File: src/rtl/multicycle_control.sv
`default_nettype none
// multicycle_control: main control FSM of the multicycle MIPS-subset CPU.
// Rev 1.0 -- initial release.
module multicycle_control #(
  parameter logic [5:0] HALT_OP = 6'b111111,
  parameter logic [5:0] J_OP    = 6'b111000
) (
  input  logic       CLK,
  input  logic       RST,
  input  logic [5:0] Opcode,
  input  logic       Zero,
  output logic [3:0] State,
  output logic       PCWre,
  output logic       IRWre,
  output logic       RegWre,
  output logic       MemWrite,
  output logic       MemToReg,
  output logic       RegDst,
  output logic       ALUSrcA,
  output logic       ALUSrcB,
  output logic       ExtSel,
  output logic [1:0] PCSrc,
  output logic [2:0] ALUOp,
  output logic       Halted
);

  localparam logic [5:0] OP_ADD  = 6'b000000;
  localparam logic [5:0] OP_SUB  = 6'b000001;
  localparam logic [5:0] OP_ADDI = 6'b000010;
  localparam logic [5:0] OP_OR   = 6'b010000;
  localparam logic [5:0] OP_AND  = 6'b010001;
  localparam logic [5:0] OP_ORI  = 6'b010010;
  localparam logic [5:0] OP_SLL  = 6'b011000;
  localparam logic [5:0] OP_SLT  = 6'b100110;
  localparam logic [5:0] OP_SW   = 6'b110000;
  localparam logic [5:0] OP_LW   = 6'b110001;
  localparam logic [5:0] OP_BEQ  = 6'b110100;

  typedef enum logic [3:0] {
    S_IF     = 4'b0000,
    S_ID     = 4'b0001,
    S_EXE_LS = 4'b0010,
    S_MEM    = 4'b0011,
    S_WB_LD  = 4'b0100,
    S_EXE_BR = 4'b0101,
    S_EXE_AL = 4'b0110,
    S_WB_AL  = 4'b0111,
    S_HALT   = 4'b1000
  } state_e;

  state_e     state_q, state_d;
  logic       run_q;

  logic       w_is_alu, w_is_lw, w_is_sw, w_is_beq, w_is_j, w_is_halt, w_is_undef;
  logic [2:0] w_aluop;
  logic       w_regdst, w_srca, w_srcb, w_ext;
  logic       w_pcwre, w_irwre, w_regwre, w_memwrite;
  logic [1:0] w_pcsrc;

  // run_q holds off the first fetch strobe until one clock edge has seen RST released.
  always_ff @(posedge CLK or negedge RST) begin
    if (!RST) begin
      state_q <= S_IF;
      run_q   <= 1'b0;
    end else begin
      state_q <= state_d;
      run_q   <= 1'b1;
    end
  end

  always_comb begin
    w_is_alu = 1'b0;
    w_is_lw  = 1'b0;
    w_is_sw  = 1'b0;
    w_is_beq = 1'b0;
    w_aluop  = 3'b000;
    w_regdst = 1'b0;
    w_srca   = 1'b0;
    w_srcb   = 1'b0;
    w_ext    = 1'b1;
    case (Opcode)
      OP_ADD:  begin w_is_alu = 1'b1; w_regdst = 1'b1; end
      OP_SUB:  begin w_is_alu = 1'b1; w_regdst = 1'b1; w_aluop = 3'b001; end
      OP_ADDI: begin w_is_alu = 1'b1; w_srcb = 1'b1; end
      OP_OR:   begin w_is_alu = 1'b1; w_regdst = 1'b1; w_aluop = 3'b101; end
      OP_AND:  begin w_is_alu = 1'b1; w_regdst = 1'b1; w_aluop = 3'b110; end
      OP_ORI:  begin w_is_alu = 1'b1; w_srcb = 1'b1; w_aluop = 3'b101; w_ext = 1'b0; end
      OP_SLL:  begin w_is_alu = 1'b1; w_regdst = 1'b1; w_srca = 1'b1; w_aluop = 3'b100; end
      OP_SLT:  begin w_is_alu = 1'b1; w_regdst = 1'b1; w_aluop = 3'b010; end
      OP_SW:   begin w_is_sw = 1'b1; w_srcb = 1'b1; end
      OP_LW:   begin w_is_lw = 1'b1; w_srcb = 1'b1; end
      OP_BEQ:  begin w_is_beq = 1'b1; w_aluop = 3'b001; end
      default: ;
    endcase
    w_is_j     = (Opcode == J_OP);
    w_is_halt  = (Opcode == HALT_OP) && !w_is_j;
    w_is_undef = !(w_is_alu || w_is_lw || w_is_sw || w_is_beq || w_is_j || w_is_halt);
  end

  always_comb begin
    state_d = state_q;
    if (!run_q) begin
      state_d = S_IF;
    end else begin
      case (state_q)
        S_IF:     state_d = S_ID;
        S_ID: begin
          if (w_is_j)                  state_d = S_IF;
          else if (w_is_halt)          state_d = S_HALT;
          else if (w_is_beq)           state_d = S_EXE_BR;
          else if (w_is_lw || w_is_sw) state_d = S_EXE_LS;
          else if (w_is_alu)           state_d = S_EXE_AL;
          else                         state_d = S_IF;
        end
        S_EXE_LS: state_d = S_MEM;
        S_MEM:    state_d = w_is_lw ? S_WB_LD : S_IF;
        S_WB_LD:  state_d = S_IF;
        S_EXE_BR: state_d = S_IF;
        S_EXE_AL: state_d = S_WB_AL;
        S_WB_AL:  state_d = S_IF;
        S_HALT:   state_d = S_HALT;
        default:  state_d = S_IF;
      endcase
    end
  end

  always_comb begin
    w_pcwre    = 1'b0;
    w_irwre    = 1'b0;
    w_regwre   = 1'b0;
    w_memwrite = 1'b0;
    w_pcsrc    = 2'b00;
    case (state_q)
      S_IF: w_irwre = 1'b1;
      S_ID: begin
        if (w_is_j) begin
          w_pcwre = 1'b1;
          w_pcsrc = 2'b10;
        end else if (w_is_undef) begin
          w_pcwre = 1'b1;
        end
      end
      S_EXE_BR: begin
        w_pcwre = 1'b1;
        if (Zero) w_pcsrc = 2'b01;
      end
      S_MEM: begin
        if (w_is_sw) begin
          w_pcwre    = 1'b1;
          w_memwrite = 1'b1;
        end
      end
      S_WB_LD, S_WB_AL: begin
        w_pcwre  = 1'b1;
        w_regwre = 1'b1;
      end
      default: ;
    endcase
  end

  assign State    = state_q;
  assign Halted   = (state_q == S_HALT);
  assign PCWre    = w_pcwre & run_q;
  assign IRWre    = w_irwre & run_q;
  assign RegWre   = w_regwre & run_q;
  assign MemWrite = w_memwrite & run_q;
  assign MemToReg = (state_q == S_WB_LD);
  assign PCSrc    = run_q ? w_pcsrc : 2'b00;
  assign ALUOp    = RST ? w_aluop : 3'b000;
  assign RegDst   = w_regdst;
  assign ALUSrcA  = w_srca;
  assign ALUSrcB  = w_srcb;
  assign ExtSel   = w_ext;

endmodule
`default_nettype wire

File: config.mk
export PLATFORM = sky130hd
export DESIGN_NAME = multicycle_control
export DESIGN_NICKNAME = d
export VERILOG_FILES = /design/src/rtl/multicycle_control.sv
export SDC_FILE = /design/constraint.sdc
export NUM_CORES = 1
export LEC_CHECK = 0
export CAP_MARGIN = 30
export CORE_MARGIN = 1.5
export CORE_UTILIZATION = 48
export DETAILED_ROUTE_END_ITERATION = 16
export GPL_TIMING_DRIVEN = 0
export PLACE_DENSITY = 0.85
export SKIP_CTS_REPAIR_TIMING = 1
export SYNTH_ARGS = -nofsm -noshare
export SYNTH_HDL_FRONTEND = slang
export SYNTH_SLANG_ARGS = --single-unit
File: constraint.sdc
create_clock -name CLK -period 3 [get_ports CLK]
set_clock_uncertainty 0.15 [all_clocks]
set_input_delay 0.45 -clock CLK [delete_from_list [all_inputs] [get_ports CLK]]
set_output_delay 0.45 -clock CLK [all_outputs]
set_load 0.01 [all_outputs]
==> key figures <==
Status
  – Outcome: completed

Timing
  – Setup Total Neg Slack: 0 ns
  – RSZ-0062 raised after global routing: no
  – Final Hold Viols: 0
  – Final worst-path cycle share: 0.962
  – Highest Clock Rate: 346 MHz
  – Max-slew violations: 0
  – Final setup viols: 0
  – Final min period: 2.89 ns

Final layout
  – Post-Layout Inst Area: 0.00111 mm²
  – Antenna cells: 0
  – Number of fill cells: 124
  – Core Util, Final: 0.726
  – Share of cells above drive strength 1: 0.195
  – Final Net Count: 138
  – Layout area overhead: 39.0%

Critical path
  – CP max FO: 4
  – Worst path most repeated cell: clkdlybuf4s50_1
  – Largest stage delay, worst path: 0.52 ns
  – Crit Path Class: input port to primary output
  – WP data arrival: 2.29 ns
  – WP data required: 2.40 ns
  – Critical-path cell list: clkdlybuf4s50_1, or2_4, nor4_2, o21ai_1, a21bo_1, clkdlybuf4s50_1
  – Worst Setup End Kind: primary output
  – Slowest-stage cell, CP: clkdlybuf4s50_1
  – Startpoint types: input port

Synthesis
  – Avg Cell Area, Syn: 8.04 µm²
  – Syn Nets: ~110
  – Post-Synthesis Cell Area: 796 µm²
  – Mapped Cells: 99
  – YS warnings: 0
  – Sequential area share after synthesis: 0.157
  – Yosys reg bits: 5
  – Synth cell types: 41

Die
  – I/O Pins: 28
  – Die area: roughly 0.0019 mm²
  – Die H: 43.7 µm
  – Width of the die: 43.7 µm
  – # rows: 14
  – Initial core utilization: 0.522
  – Core Region: 0.00152 mm²

Detailed routing
  – Wire per inst: 14.5 µm
  – Top Metal Used: met4
  – Avg Vias per Cell: 6.24
  – Vias: around 900
  – WL met1: 860 µm
  – Met2 Wirelength: 1050 µm
  – Drt pass-1 iters: 4
  – DRT iter0 DRCs: 14
  – WL met3: ~140 µm
  – Final WL: 2090 µm
  – DRC: 0
  – Number of nets still failing antenna checks after routing: 0

Placement
  – Hpwl dp: 1600 µm
  – Gp weighted congestion: 0.831
  – Placed cell area: 0.00107 mm²
  – I/O Buffers: 25

Global routing
  – First-pass GRT wire length: 3680 µm
  – Vias in the first global route: 841
  – GRT Util Overall: 0.256
  – Initial antenna violation count: 0
  – Global route overflow: 0
  – Pin count of the biggest net entering global routing: 11

Hold path
  – Path type of the worst min-delay path: input port to async pin

Clock tree
  – CTS buffer count: 3
  – Worst-path clk slew: 0.05 ns
  – Clk Latency, worst-skew pair: 0.25 ns
  – CTS max path bufs: 2
  – H-tree levels: 1
  – Root buffer cell: clkbuf_4
  – Clock sinks: 5
  – CTS tree: built

Flow run
  – Maxcap violations: 0

Power
  – Leak Pwr: about 0.43 nW
  – Peak VDD IR: roughly 130 µV
  – Pwr dens: 233 mW/mm²
-- cells in the mapped netlist --
cell type / instances / area share
or2_0: 1 / 0.0079
and3_1: 2 / 0.016
a32oi_1: 1 / 0.011
nand3b_1: 2 / 0.019
nor4b_4: 1 / 0.030
nor4_2: 1 / 0.016
nor4_1: 2 / 0.016
buf_6: 3 / 0.042
nand2_4: 1 / 0.014
o32ai_2: 1 / 0.020
buf_2: 4 / 0.025
or2_4: 2 / 0.022
nor3b_1: 3 / 0.028
o2111a_1: 1 / 0.014
o41ai_2: 1 / 0.020
nor3_4: 1 / 0.020
a21oi_1: 7 / 0.044
inv_1: 3 / 0.014
nand2_1: 3 / 0.014
o21ai_1: 2 / 0.013
nand4_1: 1 / 0.0079
nand3_1: 3 / 0.019
nor4b_1: 2 / 0.022
maj3_1: 1 / 0.013
nand2b_1: 5 / 0.039
a211oi_2: 2 / 0.031
nor4bb_1: 1 / 0.013
a41oi_1: 1 / 0.011
nor2b_1: 3 / 0.024
a21bo_1: 1 / 0.013
nand4b_4: 1 / 0.030
buf_4: 2 / 0.019
nor3_2: 1 / 0.013
nor3_1: 6 / 0.038
dfrtp_1: 5 / 0.16
and4_1: 1 / 0.011
nor2_1: 13 / 0.061
o21bai_1: 3 / 0.028
a211oi_1: 3 / 0.028
nand4b_1: 1 / 0.011
conb_1: 1 / 0.0047
-- cell families (layout without fill, tap and decap cells) --
logic type / count (synthesis) / after routing / synth area share
adders and majority gates: 1 / 1 / 0.0126
and+or+nand+nor: 57 / 57 / 0.491
buffers and inverters: 12 / 41 / 0.101
AOI/OAI and AO/OA: 23 / 23 / 0.234
DFF: 5 / 5 / 0.157
other: 1 / 1 / 0.00471
-- per-stage QoR --
step	hold slack [ns]	instances	setup slack [ns]	power (mW)
4_1_cts	0.290	144	0.0465	0.259
5_1_grt	0.289	144	0.0104	0.275
3_3_place_gp	0.538	140	0.0625	0.173
6_report	0.286	144	0.113	0.257
3_5_place_dp	0.540	140	0.0468	0.175
2_1_floorplan	0.00441	99	1.06	0.139
-- worst max-delay path: cells and delay by family --
| kind | cells | cell delay, ns |
|---|---|---|
| compound gates | 2 | 0.27 |
| simple gates | 2 | 0.59 |
| buf+inv | 2 | 0.97 |
-- where the power goes --
group / internal (mW) / total, mW / switching, mW
Combinational: 0.0489 / 0.101 / 0.0526
Sequential: 0.0702 / 0.0746 / 0.00433
Clock: 0.0505 / 0.0811 / 0.0307
Total: 0.170 / 0.257 / 0.0876
-- cells in the final DEF, fill, tap and decap left out, types with 3 or more instances in the layout --
master and n:
nor2b_1 3, clkdlybuf4s50_1 23, nor2_1 13, inv_1 3, o21bai_1 3, a21oi_1 7
nand2_1 3, nand2b_1 5, nor3b_1 3, nor3_1 6, clkbuf_4 4, buf_2 3
dfrtp_1 5, nand3_1 3, a211oi_1 3, buf_6 3
-- area by class of cell --
type,instances,area [µm²],share of cell area
plain buffers,9,71.3,0.0645
clock buffers,4,26.3,0.0238
inverters,3,11.3,0.0102
multi-input cells,82,597,0.540
flip-flops and latches,5,125,0.113
well taps,16,20.0,0.0181
repair buffers,25,255,0.231
-- registers in the layout, summed over array words and instances (netlist names) --
signal	flops
State	4
run_q	1
-- routing by layer --
metal	global-route usage	up-vias
li1	-	427
met1	0.296	427
met2	0.441	37
met3	0.0458	8
met4	0.139	0
met5	0	-
-- path summary, 6_finish.rpt --
path / from / to / slack (ns) / cells after the start
hold / removal: RST / State[3] / 0.29 / 1
setup / recovery: Opcode[1] / PCWre / 0.11 / 6
min in group CLK: Opcode[0] / State[0] / 0.51 / 3
setup reg to reg: State[0] / State[3] / 1.49 / 4
hold reg to reg: run_q / State[0] / 0.55 / 1
max in group asynchronous: RST / State[1] / 2.19 / 1
Note: power is estimated with default switching activity, not from simulation.
